==> src/rtl/noc_pkg.sv <==
// Shared types, widths and routing helpers for the mesh router control path.
package noc_pkg;

  localparam int unsigned NUM_PORTS = 5;
  localparam int unsigned PORT_W    = 3;
  localparam int unsigned FLIT_W    = 32;
  localparam int unsigned ADDR_W    = 16;
  localparam int unsigned SIZE_W    = 16;

  typedef enum logic [PORT_W-1:0] {
    EAST  = 3'd0,
    WEST  = 3'd1,
    NORTH = 3'd2,
    SOUTH = 3'd3,
    LOCAL = 3'd4
  } port_t;

  typedef enum logic [1:0] {S_IDLE, S_ARB, S_ROUTE, S_ACK} sc_state_t;

  typedef enum logic [1:0] {P_HDR, P_SIZE, P_PAY} rc_phase_t;

  // Dimension-ordered routing: resolve X first, then Y, else deliver locally.
  function automatic port_t xy_route(input logic [ADDR_W-1:0] target,
                                     input logic [ADDR_W-1:0] local_addr);
    port_t dir;
    if (target[15:8] > local_addr[15:8]) begin
      dir = EAST;
    end else if (target[15:8] < local_addr[15:8]) begin
      dir = WEST;
    end else if (target[7:0] > local_addr[7:0]) begin
      dir = NORTH;
    end else if (target[7:0] < local_addr[7:0]) begin
      dir = SOUTH;
    end else begin
      dir = LOCAL;
    end
    return dir;
  endfunction

  // First requester strictly after the last served index, wrapping mod NUM_PORTS.
  function automatic logic [PORT_W-1:0] rr_pick(input logic [NUM_PORTS-1:0] req,
                                                input logic [PORT_W-1:0]    last);
    logic [PORT_W-1:0] pick;
    logic              found;
    int unsigned       idx;
    pick  = PORT_W'((32'(last) + 32'd1) % NUM_PORTS);
    found = 1'b0;
    for (int unsigned k = 1; k <= NUM_PORTS; k++) begin
      idx = (32'(last) + k) % NUM_PORTS;
      if (!found && req[PORT_W'(idx)]) begin
        pick  = PORT_W'(idx);
        found = 1'b1;
      end
    end
    return pick;
  endfunction

endpackage

==> src/rtl/output_release_counter.sv <==
// Tracks the packet leaving one output (header, size, payload) and flags the
// handshake that carries its last flit.
module output_release_counter
  import noc_pkg::*;
(
  input  logic              clock,
  input  logic              reset,
  input  logic              busy_i,
  input  logic              hs_i,
  input  logic [SIZE_W-1:0] size_i,
  output logic              release_o
);

  rc_phase_t         phase_q, phase_d;
  logic [SIZE_W-1:0] cnt_q, cnt_d;

  always_comb begin
    phase_d   = phase_q;
    cnt_d     = cnt_q;
    release_o = 1'b0;
    // An idle output ignores traffic and waits for the next header.
    if (!busy_i) begin
      phase_d = P_HDR;
    end else if (hs_i) begin
      unique case (phase_q)
        P_HDR: begin
          phase_d = P_SIZE;
        end
        P_SIZE: begin
          cnt_d = size_i;
          if (size_i == '0) begin
            release_o = 1'b1;
            phase_d   = P_HDR;
          end else begin
            phase_d = P_PAY;
          end
        end
        P_PAY: begin
          cnt_d = cnt_q - 1'b1;
          if (cnt_q == SIZE_W'(1)) begin
            release_o = 1'b1;
            phase_d   = P_HDR;
          end
        end
        default: begin
          phase_d = P_HDR;
        end
      endcase
    end
  end

  always_ff @(posedge clock or negedge reset) begin
    if (!reset) begin
      phase_q <= P_HDR;
      cnt_q   <= '0;
    end else begin
      phase_q <= phase_d;
      cnt_q   <= cnt_d;
    end
  end

endmodule

==> src/rtl/switch_control.sv <==
// Header arbitration and crossbar connection control for one 5-port mesh router:
// round-robin over input headers, XY routing, grant, and release after the last flit.
module switch_control
  import noc_pkg::*;
#(
  parameter logic [ADDR_W-1:0] ROUTER_ADDR = 16'h0000,
  parameter int unsigned       FLIT_W      = noc_pkg::FLIT_W
) (
  input  logic                                 clock,
  input  logic                                 reset,
  input  logic [NUM_PORTS-1:0]                 h_req_i,
  input  logic [NUM_PORTS-1:0][FLIT_W-1:0]     header_i,
  output logic [NUM_PORTS-1:0]                 h_ack_o,
  output logic [NUM_PORTS-1:0]                 free_o,
  output logic [NUM_PORTS-1:0][PORT_W-1:0]     mux_in_o,
  output logic [NUM_PORTS-1:0][PORT_W-1:0]     mux_out_o,
  input  logic [NUM_PORTS-1:0]                 tx_i,
  input  logic [NUM_PORTS-1:0]                 credit_i,
  input  logic [NUM_PORTS-1:0][FLIT_W-1:0]     data_out_i
);

  sc_state_t                        state_q, state_d;
  logic [PORT_W-1:0]                sel_q, sel_d;
  logic [PORT_W-1:0]                last_q, last_d;
  logic [NUM_PORTS-1:0]             h_ack_q, h_ack_d;
  logic [NUM_PORTS-1:0]             free_q, free_d;
  logic [NUM_PORTS-1:0][PORT_W-1:0] mux_in_q, mux_in_d;
  logic [NUM_PORTS-1:0][PORT_W-1:0] mux_out_q, mux_out_d;

  logic [NUM_PORTS-1:0] release_vec;
  port_t                route_out;
  logic                 unused_hi_bits;

  // Only the address and size fields of the flits matter here.
  assign unused_hi_bits = ^{header_i, data_out_i};

  for (genvar o = 0; o < NUM_PORTS; o++) begin : g_rel
    output_release_counter u_rel (
      .clock     (clock),
      .reset     (reset),
      .busy_i    (~free_q[o]),
      .hs_i      (tx_i[o] & credit_i[o]),
      .size_i    (data_out_i[o][SIZE_W-1:0]),
      .release_o (release_vec[o])
    );
  end

  assign route_out = xy_route(header_i[sel_q][ADDR_W-1:0], ROUTER_ADDR);

  always_comb begin
    state_d   = state_q;
    sel_d     = sel_q;
    last_d    = last_q;
    h_ack_d   = '0;
    free_d    = free_q;
    mux_in_d  = mux_in_q;
    mux_out_d = mux_out_q;

    // Releases are applied first so a same-cycle grant to the same input wins.
    for (int o = 0; o < NUM_PORTS; o++) begin
      if (release_vec[o]) begin
        free_d[o]                = 1'b1;
        mux_out_d[mux_in_q[o]] = '0;
      end
    end

    unique case (state_q)
      S_IDLE: begin
        if (|h_req_i) begin
          state_d = S_ARB;
        end
      end
      S_ARB: begin
        sel_d   = rr_pick(h_req_i, last_q);
        state_d = S_ROUTE;
      end
      S_ROUTE: begin
        if (free_q[route_out]) begin
          free_d[route_out]    = 1'b0;
          mux_in_d[route_out]  = sel_q;
          mux_out_d[sel_q]     = route_out;
          h_ack_d[sel_q]       = 1'b1;
          state_d              = S_ACK;
        end else begin
          // A blocked request gives up its turn so others are not starved.
          last_d  = sel_q;
          state_d = S_IDLE;
        end
      end
      S_ACK: begin
        last_d  = sel_q;
        state_d = S_IDLE;
      end
      default: begin
        state_d = S_IDLE;
      end
    endcase
  end

  always_ff @(posedge clock or negedge reset) begin
    if (!reset) begin
      state_q   <= S_IDLE;
      sel_q     <= '0;
      last_q    <= PORT_W'(NUM_PORTS - 1);
      h_ack_q   <= '0;
      free_q    <= '1;
      mux_in_q  <= '0;
      mux_out_q <= '0;
    end else begin
      state_q   <= state_d;
      sel_q     <= sel_d;
      last_q    <= last_d;
      h_ack_q   <= h_ack_d;
      free_q    <= free_d;
      mux_in_q  <= mux_in_d;
      mux_out_q <= mux_out_d;
    end
  end

  assign h_ack_o   = h_ack_q;
  assign free_o    = free_q;
  assign mux_in_o  = mux_in_q;
  assign mux_out_o = mux_out_q;

endmodule

==> config.mk <==
export PLATFORM = sky130hd
export DESIGN_NAME = switch_control
export DESIGN_NICKNAME = d
export VERILOG_FILES = /design/src/rtl/noc_pkg.sv /design/src/rtl/output_release_counter.sv /design/src/rtl/switch_control.sv
export SDC_FILE = /design/constraint.sdc
export NUM_CORES = 1
export LEC_CHECK = 0
export ABC_AREA = 0
export CAP_MARGIN = 10
export CELL_PAD_IN_SITES_DETAIL_PLACEMENT = 0
export CELL_PAD_IN_SITES_GLOBAL_PLACEMENT = 1
export CORE_MARGIN = 2
export CORE_UTILIZATION = 30
export DETAILED_ROUTE_END_ITERATION = 10
export PLACE_DENSITY = 0.77
export SETUP_SLACK_MARGIN = 0.05
export SYNTH_ARGS = -nofsm -noshare
export SYNTH_HDL_FRONTEND = slang
export SYNTH_HIERARCHICAL = 1
export SYNTH_SLANG_ARGS = --single-unit
==> constraint.sdc <==
create_clock -name clock -period 7.8 [get_ports clock]
set_input_delay 1.17 -clock clock [delete_from_list [all_inputs] [get_ports clock]]
set_output_delay 1.17 -clock clock [all_outputs]
set_load 0.02 [all_outputs]
==> results.sh <==
export IMPL_outcome="complete, no violations"
export IMPL_fmax_ghz=0.187
export IMPL_timing_hold_violations_final=0
export IMPL_critPathBufInv=4
export IMPL_synth_cell_types=86
export IMPL_dominant_combinational_cell_family_by_area_after_synthesis="simple AND/OR/NAND/NOR gates"
export IMPL_start_kind="register"
export IMPL_start_util=0.303
export IMPL_vias_per_cell=5.34
export IMPL_synth_seq_cells=132
export IMPL_dieArea_um2=35200
export IMPL_timing_worst_setup_path_type="register to register"
export IMPL_netlist_instances=1174
export IMPL_max_cap_viol_count=0
export IMPL_clock_path_buffers=2
export IMPL_seq_area_frac_synth=0.327
export IMPL_chain_of_cells_forming_the_critical_path="buf_4 -> inv_1 -> ha_1 -> buf_4 -> ha_1 -> nor4b_1 -> nor3_1 -> xnor2_1 -> inv_1 -> ha_1 -> nand2b_1 -> a2bb2o_1 -> or2_2 -> mux2i_1 -> a21oi_1 -> or4_1 -> o311ai_1 -> o21ai_1"
export IMPL_capturing_element_type_of_the_critical_path="register"
export IMPL_synthSimpleGateAreaFrac=0.263
export IMPL_wire_length_of_the_first_global_routing_pass_mm=49.3
export IMPL_synth_yosys_warnings=6
export IMPL_timing_slew_headroom=0.302
export IMPL_initial_antenna_violation_count=0
export IMPL_num_rows=67
export IMPL_synth_most_common_cell="nand2_1"
export IMPL_wl_mm=30.4
export IMPL_finish_cell_count_without_fillers=1818
export IMPL_post_route_cells_drive_above_1_share=0.0650
export IMPL_buffer_ports_inserted=210
export IMPL_worstMarginPinSlew_ns=1.05
export IMPL_cellLeakagePower_nw=5.39
export IMPL_worst_endpoint_required_ns=8.09
export IMPL_asyncSetResetFlopFracSynth=1.00
export IMPL_timing_hold_worst_class="register to register"
export IMPL_std_cell_core_area_um2=33400
export IMPL_crit_path_top_delay_cell="or4_1"
export IMPL_post_cts_resize_count=0
export IMPL_dp_cells=1786
export IMPL_insertion_delay_ns=0.41
export IMPL_worst_path_most_repeated_cell="ha_1"
export IMPL_routed_wire_length_per_instance_um=16.7
export IMPL_worst_path_largest_cell_delay_ns=0.48
export IMPL_detail_route_first_pass_iterations=7
export IMPL_ant_nets=0
export IMPL_power_density_nw_per_um2=404
export IMPL_post_synth_top_area_cell="dfrtp_1"
export IMPL_timing_critical_path_arrival_ns=5.62
export IMPL_clk_transition_reported_paths_ns=0.06
export IMPL_first_global_vias=9376
export IMPL_tritoncts="built"
export IMPL_synth_xor_area_share=0.00754
export IMPL_nNetsFinal=1741
export IMPL_drt_initial_violations=486
export IMPL_hold_buffers_post_cts=0
export IMPL_design_portCount=377
export IMPL_finalWorstPathRequiredPeriod_ns=5.34
export IMPL_syn_mean_instance_area_um2=8.62
export IMPL_final_setup_tns_ns=0
export IMPL_netlist_area_leader_share=0.312
export IMPL_detailedPlacementHpwl_mm=22.7
export IMPL_area_share_of_fa_ha_maj_cells_after_synthesis=0.0581
export IMPL_fillers=3383
export IMPL_synth_top_cells_by_area="dfrtp_1 31%, mux2i_1 8.2%, ha_1 5.8%"
export IMPL_netlist_area_um2=10100
export IMPL_ctsRootBufferMaster="clkbuf_16"
export IMPL_horizontal_die_dimension_um=188
export IMPL_yosys_most_used_dff="dfrtp_1"
export IMPL_critPathTopFamily="simple AND/OR/NAND/NOR gates"
export IMPL_muxShareOfSynthArea=0.106
export IMPL_layout_worst_path_cycle_share=0.684
export IMPL_gp_routability_congestion=0.827
export IMPL_flow_area_growth_from_synthesis_pct=30.6
export IMPL_worst_slack_ns=2.46
export IMPL_route_vias_total=9711
export IMPL_final_setup_viol_count=0
export IMPL_timing_critical_path_fanout_max=38
export IMPL_count_of_antenna_diodes_in_the_layout=0
export IMPL_unrepaired_setup_endpoints_after_global_routing="no"
export IMPL_top_cells_by_instance_count_after_synthesis="140 x nand2_1, 126 x dfrtp_1, 89 x a21oi_1"
export IMPL_cts_setup_buffers=0
export IMPL_synth_compound_gate_area_share=0.187
export IMPL_globalRouteTotalUtil=0.170
export IMPL_floorplan_die_height_um=188
export IMPL_synth_enable_flop_cells=0
export IMPL_cts_htree_levels=4
export IMPL_drc_violations=0
export IMPL_globalRouteOverflowTotal=0
export IMPL_numCtsBuffers=17
export IMPL_timing_clock_skew_ns=0.0106
export IMPL_grt_max_degree=80
export IMPL_slew_violations=0
export IMPL_worst_ir_drop_vdd_uv=183
export IMPL_detailedPlace_worstSlack_ns=2.52
export IMPL_sink_count_of_the_clock_tree=132
## kinds of logic after synthesis
| group | after synthesis |
|---|---|
| xor+xnor | 7 |
| simple gates | 475 |
| mux | 101 |
| compound gates | 294 |
| other cells | 1 |
| fa+ha+maj | 47 |
| buf+inv | 117 |
| flops | 132 |
## flip-flops by register name, indices dropped and copies added, names as in the netlist
register	cells
mux_out_o	15
state_q	2
g_rel.u_rel/cnt_q	80
last_q	3
h_ack_o	5
sel_q	3
mux_in_o	9
g_rel.u_rel/phase_q	10
free_o	5
## per-stage QoR
stage	util	total power (W)	hold WS, ns	area [um2]
3_3_place_gp	0.376	0.00435	0.486	12500
5_1_grt	0.396	0.00580	0.523	13200
3_5_place_dp	0.376	0.00442	0.491	12500
6_report	0.396	0.00534	0.494	13200
4_1_cts	0.396	0.00534	0.498	13200
2_1_floorplan	-	0.00364	0.474	10100
## report_power, final
| part | switching (W) | internal, W | total (W) |
|---|---|---|---|
| Combinational | 0.00174 | 0.00126 | 0.00301 |
| Sequential | 0.000452 | 0.000983 | 0.00143 |
| Clock | 0.000296 | 0.000602 | 0.000898 |
| Total | 0.00249 | 0.00285 | 0.00534 |
## layer usage
metal,GRT usage,share of wire,wire [um]
met1,0.232,0.47,14200
met2,0.283,0.47,14300
met3,0.0270,0.049,1480
met4,0.0424,0.013,387
met5,0,0,0
## final cells by class
cell class,count,area (um2),area share
clock buffer,24,492,0.0372
clock inverter,8,170,0.0129
inverter,63,236,0.0179
multi-input combinational,930,6310,0.478
sequential,132,3310,0.251
tap,448,561,0.0424
timing repair buffer,213,2130,0.161
## cell usage in the layout, fill, tap and decap left out, types with 6 or more instances in the layout
cell,synthesis,final
clkdlybuf4s50_1,0,209
nand2_1,140,140
dfrtp_1,126,126
a21oi_1,89,89
mux2i_1,83,83
o22ai_1,71,71
inv_1,61,61
nand3_1,59,59
nor2_1,56,56
nor4_1,54,54
o21ai_0,50,50
ha_1,47,47
nor3_1,28,28
nand4_1,17,17
clkbuf_16,0,17
o21a_1,12,12
nand3b_1,12,12
mux2_2,12,12
and3_1,11,11
and4_1,11,11
o211ai_1,9,9
nand2b_1,9,9
nor3b_1,8,8
nor4b_1,8,8
and2_1,8,8
nand4b_1,7,7
nor2b_1,7,7
a22oi_1,7,7
a211oi_1,6,6
o311a_1,6,6
nor4_4,6,6
conb_1,1,6
dfstp_2,6,6
## worst register-to-register path, stage by stage (launching register included)
cell	delay (ns)
dfrtp_1	0.32
buf_4	0.37
inv_1	0.42
ha_1	0.43
buf_4	0.24
ha_1	0.29
nor4b_1	0.37
nor3_1	0.13
xnor2_1	0.40
inv_1	0.16
ha_1	0.22
nand2b_1	0.13
a2bb2o_1	0.37
or2_2	0.33
mux2i_1	0.19
a21oi_1	0.12
or4_1	0.48
o311ai_1	0.12
o21ai_1	0.09
## worst paths after layout
check | slack, ns | startpoint | endpoint | cells after the start
worst min-delay path | 0.49 | mux_out_o[9] | mux_out_o[9] | 2
worst max-delay path | 2.46 | last_q[0] | sel_q[0] | 18
min in group asynchronous | 0.80 | reset | g_rel[3].u_rel/cnt_q[4] | 1
max in group asynchronous | 5.76 | reset | g_rel[1].u_rel/cnt_q[10] | 2
worst min register to register | 0.49 | mux_out_o[9] | mux_out_o[9] | 2
worst max register to register | 2.46 | last_q[0] | sel_q[0] | 18
Power figures use the tool's default switching activity.
